<file path="src/rtl/watch_pkg.sv">
// Package: watch_pkg
// Shared constants for the watch time datapath.
//   - Field widths for the sub-second, seconds, minutes and hours counters.
//   - Moduli for the seconds and minutes fields.
//   - Encodings of the adjust field selector (i_adj_sel).
package watch_pkg;

    localparam int MSEC_W = 7;
    localparam int SEC_W  = 6;
    localparam int MIN_W  = 6;
    localparam int HOUR_W = 5;

    localparam int SEC_MAX = 60;
    localparam int MIN_MAX = 60;

    localparam logic [1:0] ADJ_SEL_NONE = 2'b00;
    localparam logic [1:0] ADJ_SEL_SEC  = 2'b01;
    localparam logic [1:0] ADJ_SEL_MIN  = 2'b10;
    localparam logic [1:0] ADJ_SEL_HOUR = 2'b11;

endpackage

</file>
<file path="src/rtl/watch_field_cnt.sv">
// Module: watch_field_cnt
// One modulo-MODULUS field of the watch time counter, stepping up or down.
// Ports:
//   clk        in   1      system clock, rising edge
//   rst        in   1      synchronous active-high reset, value <= clear_val
//   step       in   1      advance the field by one this cycle
//   dir        in   1      0: count up, 1: count down
//   load       in   1      value <= load_val (beats step)
//   load_val   in   WIDTH  load value, assumed already in range
//   clear      in   1      value <= clear_val (beats load and step)
//   clear_val  in   WIDTH  value used by clear and reset
//   value      out  WIDTH  registered field value
//   carry      out  1      combinational: step is wrapping the field this cycle
//                          (MODULUS-1 -> 0 going up, 0 -> MODULUS-1 going down)
module watch_field_cnt #(
    parameter int MODULUS = 60,
    parameter int WIDTH   = 6
) (
    input  logic             clk,
    input  logic             rst,
    input  logic             step,
    input  logic             dir,
    input  logic             load,
    input  logic [WIDTH-1:0] load_val,
    input  logic             clear,
    input  logic [WIDTH-1:0] clear_val,
    output logic [WIDTH-1:0] value,
    output logic             carry
);

    localparam logic [WIDTH-1:0] TOP = WIDTH'(MODULUS - 1);

    logic at_wrap;

    // The wrap point depends on direction: the top value going up, zero going down.
    assign at_wrap = dir ? (value == '0) : (value == TOP);
    assign carry   = step && at_wrap;

    always_ff @(posedge clk) begin
        if (rst) begin
            value <= clear_val;
        end else if (clear) begin
            value <= clear_val;
        end else if (load) begin
            value <= load_val;
        end else if (step) begin
            if (at_wrap) begin
                value <= dir ? TOP : '0;
            end else begin
                value <= dir ? (value - 1'b1) : (value + 1'b1);
            end
        end
    end

endmodule

</file>
<file path="src/rtl/watch_time_dp.sv">
// Module: watch_time_dp
// Watch time datapath: prescaled sub-second tick driving a sub-second / sec /
// min / hour counter chain, with run/pause, up/down count, clear, saturated
// parallel load and per-field adjust. The whole carry chain is combinational,
// so every field that changes on a tick changes on the same clock edge.
// Optional feature macro: WATCH_ALARM_EN (alarm registers and o_alarm pulse).
// Ports:
//   clk, rst                 clock and synchronous active-high reset
//   i_run                    1: count ticks, 0: paused with prescaler held at 0
//   i_dir                    0: up, 1: down (ticks and adjust)
//   i_clear                  pulse: fields to 0/0/0/HOUR_INIT, prescaler to 0
//   i_load                   pulse: load sec/min/hour (saturated), msec/prescaler to 0
//   i_load_sec/min/hour      load values
//   i_adj, i_adj_sel         pulse: step the selected field by one, no carry
//   msec, sec, min, hour     registered field values
//   o_sec_tick               pulse in the first cycle sec shows a tick/carry value
//   o_alarm                  alarm pulse (tied 0 without WATCH_ALARM_EN)
module watch_time_dp import watch_pkg::*; #(
    parameter int CLK_FREQ  = 100_000_000,
    parameter int TICK_HZ   = 100,
    parameter int SUB_MAX   = 100,
    parameter int HOUR_MAX  = 24,
    parameter int HOUR_INIT = 12
) (
    input  logic              clk,
    input  logic              rst,
    input  logic              i_run,
    input  logic              i_dir,
    input  logic              i_clear,
    input  logic              i_load,
    input  logic [SEC_W-1:0]  i_load_sec,
    input  logic [MIN_W-1:0]  i_load_min,
    input  logic [HOUR_W-1:0] i_load_hour,
    input  logic              i_adj,
    input  logic [1:0]        i_adj_sel,
    output logic [MSEC_W-1:0] msec,
    output logic [SEC_W-1:0]  sec,
    output logic [MIN_W-1:0]  min,
    output logic [HOUR_W-1:0] hour,
    output logic              o_sec_tick,
    output logic              o_alarm
);

    localparam int PRESCALE = CLK_FREQ / TICK_HZ;
    localparam int PRESC_W  = (PRESCALE > 1) ? $clog2(PRESCALE) : 1;

    logic [PRESC_W-1:0] presc;
    logic               tick;
    logic               tick_ok;
    logic               alarm_wr;
    logic               time_load;
    logic               adj_ok;
    logic               adj_any;
    logic               adj_sec, adj_min, adj_hour;
    logic               msec_co, sec_co, min_co;
    logic               hour_carry_unused;
    logic               sec_tick_q;
    logic [SEC_W-1:0]   load_sec;
    logic [MIN_W-1:0]   load_min;
    logic [HOUR_W-1:0]  load_hour;

    assign tick = i_run && (presc == PRESC_W'(PRESCALE - 1));

    // Event priority: clear > load > adjust > tick. Adjust only counts as an
    // event when it actually selects a field; a lost tick is simply dropped.
    assign adj_ok   = i_adj && !i_clear && !i_load;
    assign adj_any  = adj_ok && (i_adj_sel != ADJ_SEL_NONE);
    assign adj_sec  = adj_ok && (i_adj_sel == ADJ_SEL_SEC);
    assign adj_min  = adj_ok && (i_adj_sel == ADJ_SEL_MIN);
    assign adj_hour = adj_ok && (i_adj_sel == ADJ_SEL_HOUR);
    assign tick_ok  = tick && !i_clear && !i_load && !adj_any;

`ifdef WATCH_ALARM_EN
    // Loading with the hour selector writes the alarm instead of the time.
    assign alarm_wr = i_load && !i_clear && (i_adj_sel == ADJ_SEL_HOUR);
`else
    assign alarm_wr = 1'b0;
`endif
    assign time_load = i_load && !alarm_wr;

    assign load_sec  = (i_load_sec  > SEC_W'(SEC_MAX - 1))   ? SEC_W'(SEC_MAX - 1)   : i_load_sec;
    assign load_min  = (i_load_min  > MIN_W'(MIN_MAX - 1))   ? MIN_W'(MIN_MAX - 1)   : i_load_min;
    assign load_hour = (i_load_hour > HOUR_W'(HOUR_MAX - 1)) ? HOUR_W'(HOUR_MAX - 1) : i_load_hour;

    // Prescaler: free-runs while i_run, restarts a full period on pause,
    // clear and load. Adjust leaves it running.
    always_ff @(posedge clk) begin
        if (rst) begin
            presc <= '0;
        end else if (!i_run || i_clear || i_load || tick) begin
            presc <= '0;
        end else begin
            presc <= presc + 1'b1;
        end
    end

    watch_field_cnt #(.MODULUS(SUB_MAX), .WIDTH(MSEC_W)) u_msec (
        .clk(clk), .rst(rst), .step(tick_ok), .dir(i_dir),
        .load(time_load), .load_val('0), .clear(i_clear), .clear_val('0),
        .value(msec), .carry(msec_co)
    );

    // Higher fields step on a tick carry or on their own adjust; carries are
    // gated by tick_ok so an adjust never ripples into the next field.
    watch_field_cnt #(.MODULUS(SEC_MAX), .WIDTH(SEC_W)) u_sec (
        .clk(clk), .rst(rst), .step((tick_ok && msec_co) || adj_sec), .dir(i_dir),
        .load(time_load), .load_val(load_sec), .clear(i_clear), .clear_val('0),
        .value(sec), .carry(sec_co)
    );

    watch_field_cnt #(.MODULUS(MIN_MAX), .WIDTH(MIN_W)) u_min (
        .clk(clk), .rst(rst), .step((tick_ok && sec_co) || adj_min), .dir(i_dir),
        .load(time_load), .load_val(load_min), .clear(i_clear), .clear_val('0),
        .value(min), .carry(min_co)
    );

    watch_field_cnt #(.MODULUS(HOUR_MAX), .WIDTH(HOUR_W)) u_hour (
        .clk(clk), .rst(rst), .step((tick_ok && min_co) || adj_hour), .dir(i_dir),
        .load(time_load), .load_val(load_hour), .clear(i_clear),
        .clear_val(HOUR_W'(HOUR_INIT)),
        .value(hour), .carry(hour_carry_unused)
    );

    // Registered alongside sec, so it is high exactly when the new sec appears.
    always_ff @(posedge clk) begin
        if (rst) begin
            sec_tick_q <= 1'b0;
        end else begin
            sec_tick_q <= tick_ok && msec_co;
        end
    end
    assign o_sec_tick = sec_tick_q;

`ifdef WATCH_ALARM_EN
    logic [HOUR_W-1:0] alarm_hour;
    logic [MIN_W-1:0]  alarm_min;
    logic              tick_d;

    // tick_d marks the cycle after a tick, so only tick-driven arrival at the
    // alarm time fires; load/clear/adjust never set it.
    always_ff @(posedge clk) begin
        if (rst) begin
            alarm_hour <= '0;
            alarm_min  <= '0;
            tick_d     <= 1'b0;
        end else begin
            tick_d <= tick_ok;
            if (alarm_wr) begin
                alarm_hour <= load_hour;
                alarm_min  <= load_min;
            end
        end
    end

    assign o_alarm = tick_d && (hour == alarm_hour) && (min == alarm_min)
                     && (sec == '0) && (msec == '0);
`else
    assign o_alarm = 1'b0;
`endif

endmodule

</file>
<file path="config.mk">
export PLATFORM = sky130hd
export DESIGN_NAME = watch_time_dp
export DESIGN_NICKNAME = d
export VERILOG_FILES = /design/src/rtl/watch_pkg.sv /design/src/rtl/watch_field_cnt.sv /design/src/rtl/watch_time_dp.sv
export SDC_FILE = /design/constraint.sdc
export NUM_CORES = 1
export LEC_CHECK = 0
export ABC_AREA = 1
export BUFFER_PORTS_ARGS = -buffer_cell sky130_fd_sc_hd__buf_2
export CORE_MARGIN = 4
export CORE_UTILIZATION = 45
export CTS_BUF_LIST = sky130_fd_sc_hd__clkbuf_16
export CTS_CLUSTER_DIAMETER = 50
export DETAILED_ROUTE_END_ITERATION = 6
export PLACE_DENSITY = 0.65
export SLEW_MARGIN = 0
export SYNTH_ARGS = -nofsm -noshare
export SYNTH_HDL_FRONTEND = slang
export SYNTH_SLANG_ARGS = --single-unit
</file>
<file path="constraint.sdc">
create_clock -name clk -period 3.45 [get_ports clk]
set_input_delay 0 -clock clk [delete_from_list [all_inputs] [get_ports clk]]
set_output_delay 0 -clock clk [all_outputs]
set_load 0.03 [all_outputs]
</file>
==> flow_metrics.env, run 1 <==
export IMPL_status="finished, final reports clean"
export IMPL_slew_headroom_pct=62.3
export IMPL_avgRoutedWirePerCell_um=12.5
export IMPL_synth_top_family_by_area="simple AND/OR/NAND/NOR gates"
export IMPL_die_y_um=91.8
export IMPL_min_delay_start="i_load_sec[2]"
export IMPL_regToRegEndpoint="u_hour.value[1]$_SDFFE_PP0P_"
export IMPL_max_cap_violations=0
export IMPL_synth_most_common_cell="nand2_1"
export IMPL_synth_top_area_share_pct=28.5
export IMPL_syn_inst=482
export IMPL_synth_area_leaders="dfxtp_1, nand2_1, nor2_1"
export IMPL_r2r_slack_ns=1.49
export IMPL_grt_pass1_wl_mm=13.6
export IMPL_wirelength_mm=7.93
export IMPL_worst_slew_pin_slew_ns=0.565
export IMPL_endpoint_kind="register"
export IMPL_cts_sinks=45
export IMPL_routabilityCongestion=0.917
export IMPL_yosys_register_bits=45
export IMPL_syn_cell_area_um2=3160
export IMPL_synth_compound_gate_area_share_pct=15.7
export IMPL_synthesis_nets=529
export IMPL_viasPerCell=5.12
export IMPL_placed_area_um2=3490
export IMPL_cts_buffers=5
export IMPL_dpl_hpwl_mm=6.14
export IMPL_setup_violations=0
export IMPL_grt_max_degree=25
export IMPL_holdPathEnd="u_sec.value[2]$_SDFFE_PP0P_"
export IMPL_hold_violations=0
export IMPL_syn_area_per_cell_um2=6.55
export IMPL_initial_utilization_pct=46.5
export IMPL_grt_pass1_vias=3071
export IMPL_crit_path_max_fanout=12
export IMPL_yosysWarnings=0
export IMPL_ios=52
export IMPL_final_nets=583
export IMPL_synth_main_ff_cell="dfxtp_1"
export IMPL_ant_nets=0
export IMPL_synth_mux_area_share_pct=0
export IMPL_startpoint_type="primary input"
export IMPL_grt_ovfl_total=0
export IMPL_cpMaxStageDelayCell="dlygate4sd3_1"
export IMPL_tns_ns=0
export IMPL_ir_drop_uv=178
export IMPL_r2r_cells=13
export IMPL_holdPathStages=3
export IMPL_leakage_uw=0.00173
export IMPL_drc=0
export IMPL_holdWs_ns=0.0339
export IMPL_synth_edff_count=0
export IMPL_htreeDepth=2
export IMPL_critical_path_top_delay_family="buffers and inverters"
export IMPL_yosys_area_share_xor_xnor_pct=1.94
export IMPL_rows=30
export IMPL_fin_crit_sh_pct=62.8
export IMPL_clock_latency_ns=0.28
export IMPL_layout_drive_gt1_share_pct=15.8
export IMPL_dieArea_um2=8420
export IMPL_clkTransAtPathRegs_ns=0.06
export IMPL_path_cells="dlygate4sd3_1 -> buf_2 -> nor2_1 -> buf_4 -> inv_1 -> nor2_1 -> o211ai_1 -> buf_4 -> inv_1 -> o21ai_0 -> a21oi_1"
export IMPL_num_vias=3238
export IMPL_yosys_top_cells_count="nand2_1, nor2_1, inv_1"
export IMPL_antenna_found_initial=0
export IMPL_core_area_um2=6790
export IMPL_critical_path_arrival_ns=2.38
export IMPL_cts_tree="done"
export IMPL_drv_slew=0
export IMPL_area_growth_pct=16.4
export IMPL_portBuffers=50
export IMPL_r2r_start="presc[0]$_SDFF_PP0_"
export IMPL_yosys_area_share_simple_pct=33.7
export IMPL_firstDrtPassIters=4
export IMPL_drt_iter0_drc=109
export IMPL_min_delay_path_class="in2reg"
export IMPL_ys_async_sr_fraction_pct=0
export IMPL_hold_buffers=2
export IMPL_fin_crit_ns=2.17
export IMPL_n_antenna_cell=0
export IMPL_synthAdderAreaFrac_pct=9.27
export IMPL_ys_types=39
export IMPL_cts_root_buffer="clkbuf_16"
export IMPL_ctsResizeCount=0
export IMPL_fin_worst_skew_ns=0.00329
export IMPL_seq_area_frac_synth_pct=28.5
export IMPL_power_density_nw_per_um2=349
export IMPL_critPathKind="in2reg"
export IMPL_clockBufferDepth=2
export IMPL_cp_num_buf_inv=6
export IMPL_die_width_um=91.8
export IMPL_gr_usage_all_layers_pct=19.3
export IMPL_synth_top_area_cell="dfxtp_1"
export IMPL_design_area_um2=3670
export IMPL_max_freq_mhz=461
export IMPL_critPathRequiredTime_ns=3.66
export IMPL_slowest_delay_ns=0.54
export IMPL_grt_setup_unrepaired="no"
export IMPL_cts_setup_buffers=0
-- worst min-delay path: stages --
cell and delay [ns]:
buf_2 0.11, nand3_1 0.08, a31oi_1 0.08
-- metrics by stage --
stage,total power [µW],std cells,utilization [%],setup WS (ns)
2_1_floorplan,699,482,-,1.58
4_1_cts,1300,633,54.1,1.32
6_report,1280,633,54.1,1.28
3_3_place_gp,758,623,51.3,1.49
3_5_place_dp,760,623,51.3,1.47
5_1_grt,1350,633,54.1,1.14
-- cell usage in the layout (no fill, tap or decap), types with 4 or more instances in the layout --
| cell | count |
|---|---|
| clkbuf_16 | 5 |
| fa_1 | 4 |
| inv_1 | 70 |
| o21ai_0 | 31 |
| buf_2 | 50 |
| ha_1 | 17 |
| o211ai_1 | 5 |
| a31oi_1 | 5 |
| nand4_1 | 10 |
| nor2_1 | 73 |
| nand2_2 | 6 |
| dfxtp_1 | 45 |
| xor2_1 | 6 |
| nor3_1 | 5 |
| nor2_2 | 4 |
| or2_2 | 5 |
| nor4_1 | 4 |
| a21oi_1 | 39 |
| nand3_1 | 32 |
| nand2_1 | 90 |
-- sequential cells by signal, summed over array words and instances, names as in the netlist --
register / cells
u_hour.value: 5
u_sec.value: 6
u_msec.value: 7
presc: 20
u_min.value: 6
o_sec_tick: 1
-- worst max path at each step --
stage / start / end / slack (ns) / cells after the start
after global routing: rst / presc[9]$_SDFF_PP0_ / 1.14 / 11
after detailed placement: i_dir / u_sec.value[4]$_SDFFE_PP0P_ / 1.47 / 10
after global placement: i_dir / u_sec.value[4]$_SDFFE_PP0P_ / 1.49 / 10
after floorplan: u_sec.value[0]$_SDFFE_PP0P_ / u_sec.value[4]$_SDFFE_PP0P_ / 1.58 / 9
final: rst / presc[5]$_SDFF_PP0_ / 1.28 / 11
after CTS: rst / presc[9]$_SDFF_PP0_ / 1.32 / 11
-- layout make-up --
type	count	area, µm²
clock buffers	5	125
clock inverters	3	41.3
fillers	692	3120
inverters	73	277
multi-input cells	356	1920
flip-flops and latches	45	901
well taps	96	120
repair buffers	55	293
-- layer usage --
layer  up-vias  track usage [%]  part of all wire [%]  routed length (µm)
met5         -                0                     0                   0
met4         0             5.94                  0.59                  47
met3         4             2.63                   4.0                 316
met2        60             34.6                    50                4000
met1      1485             23.7                    45                3570
li1       1689                -                     -                   -
-- power by group --
group	internal [µW]	switching, µW
registers	530	13.8
logic	73.0	135
clock network	339	192
total	942	341
-- kinds of logic (layout without fill, tap and decap cells) --
| logic type | count (synthesis) | after routing |
|---|---|---|
| adders and majority gates | 21 | 21 |
| AOI/OAI and AO/OA | 90 | 90 |
| xor gates and xnor gates | 7 | 7 |
| DFF | 45 | 45 |
| other | 1 | 1 |
| and+or+nand+nor | 237 | 237 |
| buffers and inverters | 81 | 136 |
No activity file was read; power rests on OpenSTA's default activity.
==> run 2, diff against run 1 <==
Settings changed: PLACE_DENSITY 0.65 to 0.68.
Clock period 3.45 ns to 1.92 ns, I/O delays scaled along.
==> flow_metrics.env, run 2 (synthesized netlist as in run 1, its figures left out) <==
export IMPL_cts_tree="done"
export IMPL_leakage_uw=0.00178
export IMPL_ant_nets=0
export IMPL_drc=0
export IMPL_grt_pass1_vias=2982
export IMPL_wirelength_mm=7.80
export IMPL_regToRegEndpoint="u_hour.value[1]$_SDFFE_PP0P_"
export IMPL_max_freq_mhz=564
export IMPL_slew_headroom_pct=60.1
export IMPL_largest_register_ffs=20
export IMPL_avgRoutedWirePerCell_um=12.2
export IMPL_clock_latency_ns=0.29
export IMPL_final_cell_mix="nand2_1, inv_1, nor2_1, buf_2"
export IMPL_fin_worst_skew_ns=0.00885
export IMPL_min_delay_start="i_load_sec[1]"
export IMPL_routabilityCongestion=0.885
export IMPL_portBuffers=50
export IMPL_final_nets=590
export IMPL_grt_pass1_wl_mm=13.2
export IMPL_r2r_slack_ns=0.15
export IMPL_setup_violations=0
export IMPL_p_int_uw=1560
export IMPL_placed_area_um2=3550
export IMPL_grt_ovfl_total=0
export IMPL_clkTransAtPathRegs_ns=0.07
export IMPL_design_area_um2=3780
export IMPL_drt_iter0_drc=143
export IMPL_critPathKind="reg2reg"
export IMPL_status="finished, final reports clean"
export IMPL_final_common_cell="nand2_1"
export IMPL_htreeDepth=2
export IMPL_power_density_nw_per_um2=578
export IMPL_min_delay_path_class="in2reg"
export IMPL_dpl_hpwl_mm=6.17
export IMPL_dieArea_um2=8420
export IMPL_layout_drive_gt1_share_pct=19.7
export IMPL_critPathRequiredTime_ns=2.10
export IMPL_fillCellCount=693
export IMPL_multi_input_area_um2=1980
export IMPL_die_y_um=91.8
export IMPL_critical_path_arrival_ns=1.96
export IMPL_clockBufferDepth=2
export IMPL_hold_violations=0
export IMPL_holdPathStages=3
export IMPL_rows=30
export IMPL_holdPathEnd="u_sec.value[1]$_SDFFE_PP0P_"
export IMPL_swShare_pct=28.5
export IMPL_fin_crit_sh_pct=92.3
export IMPL_p_clk_share_pct=37.8
export IMPL_reg_top3="presc x20, u_msec.value x7"
export IMPL_gr_usage_all_layers_pct=18.7
export IMPL_crit_path_max_fanout=6
export IMPL_seqPwrFrac_pct=44.6
export IMPL_power_frac_comb_pct=17.6
export IMPL_antenna_found_initial=0
export IMPL_die_width_um=91.8
export IMPL_cts_root_buffer="clkbuf_16"
export IMPL_p_switching_uw=624
export IMPL_ios=52
export IMPL_worst_slew_pin_slew_ns=0.595
export IMPL_n_antenna_cell=0
export IMPL_r2r_start="presc[0]$_SDFF_PP0_"
export IMPL_largest_register="presc"
export IMPL_viasPerCell=5.07
export IMPL_startpoint_type="register"
export IMPL_holdWs_ns=0.0187
export IMPL_grt_max_degree=17
export IMPL_r2r_cells=12
export IMPL_drv_slew=0
export IMPL_regArea_um2=911
export IMPL_ir_drop_uv=339
export IMPL_fin_crit_ns=1.77
export IMPL_area_growth_pct=19.8
export IMPL_num_vias=3243
export IMPL_initial_utilization_pct=46.5
export IMPL_firstDrtPassIters=4
export IMPL_cts_sinks=45
export IMPL_core_area_um2=6790
export IMPL_cts_buffers=5
export IMPL_max_cap_violations=0
export IMPL_endpoint_kind="register"
[run 2: cell count changes in the layout (fill, tap and decap cells not counted), sizes merged]
cell,change
inv,+2
clkinv,-1
buf,+8
dlygate4sd3,-1
bufinv,-1
[run 2: power by group through the flow]
stage | Combinational (µW) | Sequential, µW | Clock [µW]
floorplan | 231 | 1020 | 0
global placement | 373 | 995 | 0
detailed placement | 378 | 996 | 0
CTS | 383 | 975 | 843
global route | 437 | 978 | 884
finish | 386 | 975 | 827
[run 2: worst max-delay path by stage]
stage / start / to / slack [ns]
2_1_floorplan: u_sec.value[0]$_SDFFE_PP0P_ / u_sec.value[4]$_SDFFE_PP0P_ / 0.05
3_3_place_gp: u_sec.value[3]$_SDFFE_PP0P_ / u_min.value[4]$_SDFFE_PP0P_ / 0.18
3_5_place_dp: presc[0]$_SDFF_PP0_ / u_sec.value[0]$_SDFFE_PP0P_ / 0.09
4_1_cts: presc[0]$_SDFF_PP0_ / u_sec.value[0]$_SDFFE_PP0P_ / 0.08
5_1_grt: presc[0]$_SDFF_PP0_ / u_hour.value[1]$_SDFFE_PP0P_ / -0.02
6_report: presc[0]$_SDFF_PP0_ / u_hour.value[1]$_SDFFE_PP0P_ / 0.15
[run 2: layout make-up]
| type | count | area share, % |
|---|---|---|
| clock buffer | 5 | 3.31 |
| timing repair buffer | 62 | 9.39 |
| tap | 96 | 3.17 |
| multi-input combinational | 356 | 52.3 |
| clock inverter | 3 | 0.397 |
| sequential | 45 | 24.1 |
| inverter | 73 | 7.31 |
[run 2: metal layers]
metal  up-vias  track usage [%]  routed length [µm]
met2        59             33.5                3860
met3        11             3.20                 285
li1       1701                -                   -
met1      1472             22.6                3510
met4         0             6.31                 138
met5         -                0                   0
[run 2: through the flow]
step                      TNS, ns  util (%)  power (µW)  cells  setup slack [ns]
after floorplan                 0         -        1260    482            0.0487
after detailed placement        0      52.2        1370    629            0.0941
after global placement          0      52.2        1370    629             0.177
after CTS                       0      54.4        2200    638            0.0839
final                           0      55.7        2190    640             0.147
after global routing      -0.0414      55.7        2300    640           -0.0249
[run 2: what timing repair did]
item	CTS	global route
hold endpoints to repair	1	0
buffers inserted	0	2
resized for setup	0	22
setup endpoints to repair	0	25
hold buffers	1	0
[run 2: critical path, stage by stage, from the launching register on]
cell and delay [ns]:
dfxtp_4 0.37, ha_4 0.13, nand2_2 0.08, nor2_4 0.17
nand3_4 0.10, nor3_4 0.19, o211ai_1 0.13, nand2_1 0.13
nand2_2 0.12, nand2_4 0.10, nand2_1 0.05, nand2_1 0.05
nor2_1 0.04
==> run 3, diff against run 2 <==
==> constraint.sdc (replaced) <==
create_clock -name clk -period 1.92 [get_ports clk]
set_input_delay 0.384 -clock clk [delete_from_list [all_inputs] [get_ports clk]]
set_output_delay 0.384 -clock clk [all_outputs]
set_load 0.03 [all_outputs]
==> flow_metrics.env, run 3 (synthesized netlist as in run 1, its figures left out) <==
export IMPL_portBuffers=50
export IMPL_grt_ovfl_total=0
export IMPL_n_antenna_cell=0
export IMPL_min_delay_path_class="in2reg"
export IMPL_routabilityCongestion=0.965
export IMPL_grt_setup_unrepaired="yes"
export IMPL_seqPwrFrac_pct=40.6
export IMPL_worst_slew_pin_slew_ns=0.621
export IMPL_swShare_pct=27.5
export IMPL_power_density_nw_per_um2=598
export IMPL_tns_ns=0
export IMPL_die_width_um=91.8
export IMPL_cts_sinks=45
export IMPL_viasPerCell=4.94
export IMPL_fin_util_pct=59.1
export IMPL_fillCellCount=660
export IMPL_slew_headroom_pct=58.4
export IMPL_leakage_uw=0.00194
export IMPL_dpl_hpwl_mm=6.51
export IMPL_wirelength_mm=8.29
export IMPL_drv_slew=0
export IMPL_ios=52
export IMPL_ant_nets=0
export IMPL_holdWs_ns=0.284
export IMPL_fin_worst_skew_ns=0.00548
export IMPL_rows=30
export IMPL_area_growth_pct=27.1
export IMPL_r2r_start="u_sec.value[0]$_SDFFE_PP0P_"
export IMPL_firstDrtPassIters=5
export IMPL_hold_violations=0
export IMPL_htreeDepth=2
export IMPL_initial_utilization_pct=46.5
export IMPL_power_uw=2400
export IMPL_critical_path_arrival_ns=2.00
export IMPL_largest_register_ffs=20
export IMPL_max_freq_mhz=548
export IMPL_cts_buffers=5
export IMPL_fin_crit_sh_pct=95.1
export IMPL_num_vias=3288
export IMPL_layout_drive_gt1_share_pct=23.9
export IMPL_setup_violations=0
export IMPL_endpoint_kind="register"
export IMPL_dieArea_um2=8420
export IMPL_clock_latency_ns=0.29
export IMPL_largest_register="presc"
export IMPL_power_frac_comb_pct=17.7
export IMPL_cts_tree="done"
export IMPL_critPathKind="reg2reg"
export IMPL_critPathRequiredTime_ns=2.10
export IMPL_drt_iter0_drc=136
export IMPL_p_clk_share_pct=41.7
export IMPL_slowest_delay_ns=0.43
export IMPL_final_common_cell="nand2_1"
export IMPL_cpMaxStageDelayCell="fa_1"
export IMPL_p_int_uw=1740
export IMPL_antenna_found_initial=0
export IMPL_final_nets=616
export IMPL_clkTransAtPathRegs_ns=0.06
export IMPL_p_switching_uw=660
export IMPL_avgRoutedWirePerCell_um=12.4
export IMPL_cts_root_buffer="clkbuf_16"
export IMPL_status="finished, final reports clean"
export IMPL_die_y_um=91.8
export IMPL_reg_top3="presc x20, u_msec.value x7"
export IMPL_max_cap_violations=0
export IMPL_core_area_um2=6790
export IMPL_clockBufferDepth=2
export IMPL_drc=0
export IMPL_path_cells="inv_1 -> fa_1 -> nor2_2 -> nor2_1 -> o21bai_1 -> nand2_1 -> nand2_1 -> o21ai_0 -> o21ai_0 -> a21oi_1"
export IMPL_crit_start="u_sec.value[0]$_SDFFE_PP0P_"
export IMPL_gr_usage_all_layers_pct=20.2
export IMPL_startpoint_type="register"
export IMPL_ir_drop_uv=358
export IMPL_grt_pass1_vias=3131
export IMPL_fin_crit_ns=1.83
export IMPL_grt_pass1_wl_mm=13.9
export IMPL_grt_max_degree=17
export IMPL_min_delay_start="rst"
export IMPL_final_cell_mix="nand2_1, inv_1, nor2_1, buf_2"
export IMPL_crit_path_max_fanout=6
==> run 3: metrics by stage <==
stage | instance area [µm²] | instances | setup WS, ns
after global routing | 4020 | 666 | -0.0106
after detailed placement | 3730 | 654 | -0.0681
after global placement | 3730 | 654 | -0.0451
after floorplan | 3160 | 482 | 0.0487
final | 4020 | 666 | 0.0936
after CTS | 3940 | 664 | 0.0156
==> run 3: worst paths after layout <==
kind / to / slack [ns] / depth (start not counted)
worst max-delay path: u_sec.value[4]$_SDFFE_PP0P_ / 0.09 / 10
worst min register to register: presc[0]$_SDFF_PP0_ / 0.44 / 1
worst max register to register: u_sec.value[4]$_SDFFE_PP0P_ / 0.09 / 10
worst min-delay path: o_sec_tick$_SDFF_PP0_ / 0.28 / 2
==> run 3: timing repair <==
item,in CTS,in global routing
hold buffers,0,0
resized for setup,5,19
setup buffers,2,2
pin swaps,3,10
setup endpoints to repair,5,20
==> run 3: area by class of cell <==
cell class,instances,area (µm²),area share (%)
timing repair buffer,88,548,13.6
clock inverter,3,47.5,1.18
sequential,45,915,22.8
inverter,73,277,6.89
multi-input combinational,356,1980,49.4
clock buffer,5,125,3.12
tap,96,120,2.99
==> run 3: layer usage <==
metal | track usage (%) | wire length (µm) | part of all wire (%) | vias up
met5 | 0 | 0 | 0 | -
met4 | 8.79 | 258 | 3.1 | 0
met3 | 3.04 | 387 | 4.7 | 21
met2 | 36.0 | 4070 | 49 | 83
met1 | 23.8 | 3570 | 43 | 1437
li1 | - | - | - | 1747
==> run 3: power groups by stage <==
stage	sequential (µW)	combinational, µW	clock (µW)
after global placement	996	410	0
final	976	425	1000
after floorplan	1020	231	0
after CTS	976	422	1020
after global routing	978	477	1070
after detailed placement	997	417	0
==> run 3: worst max-delay path: cells and delay by family, from the launching register on <==
kind	cells	cell delay, ns
buf+inv	1	0.07
fa+ha+maj	1	0.43
flops	1	0.38
simple gates	4	0.38
compound gates	4	0.45
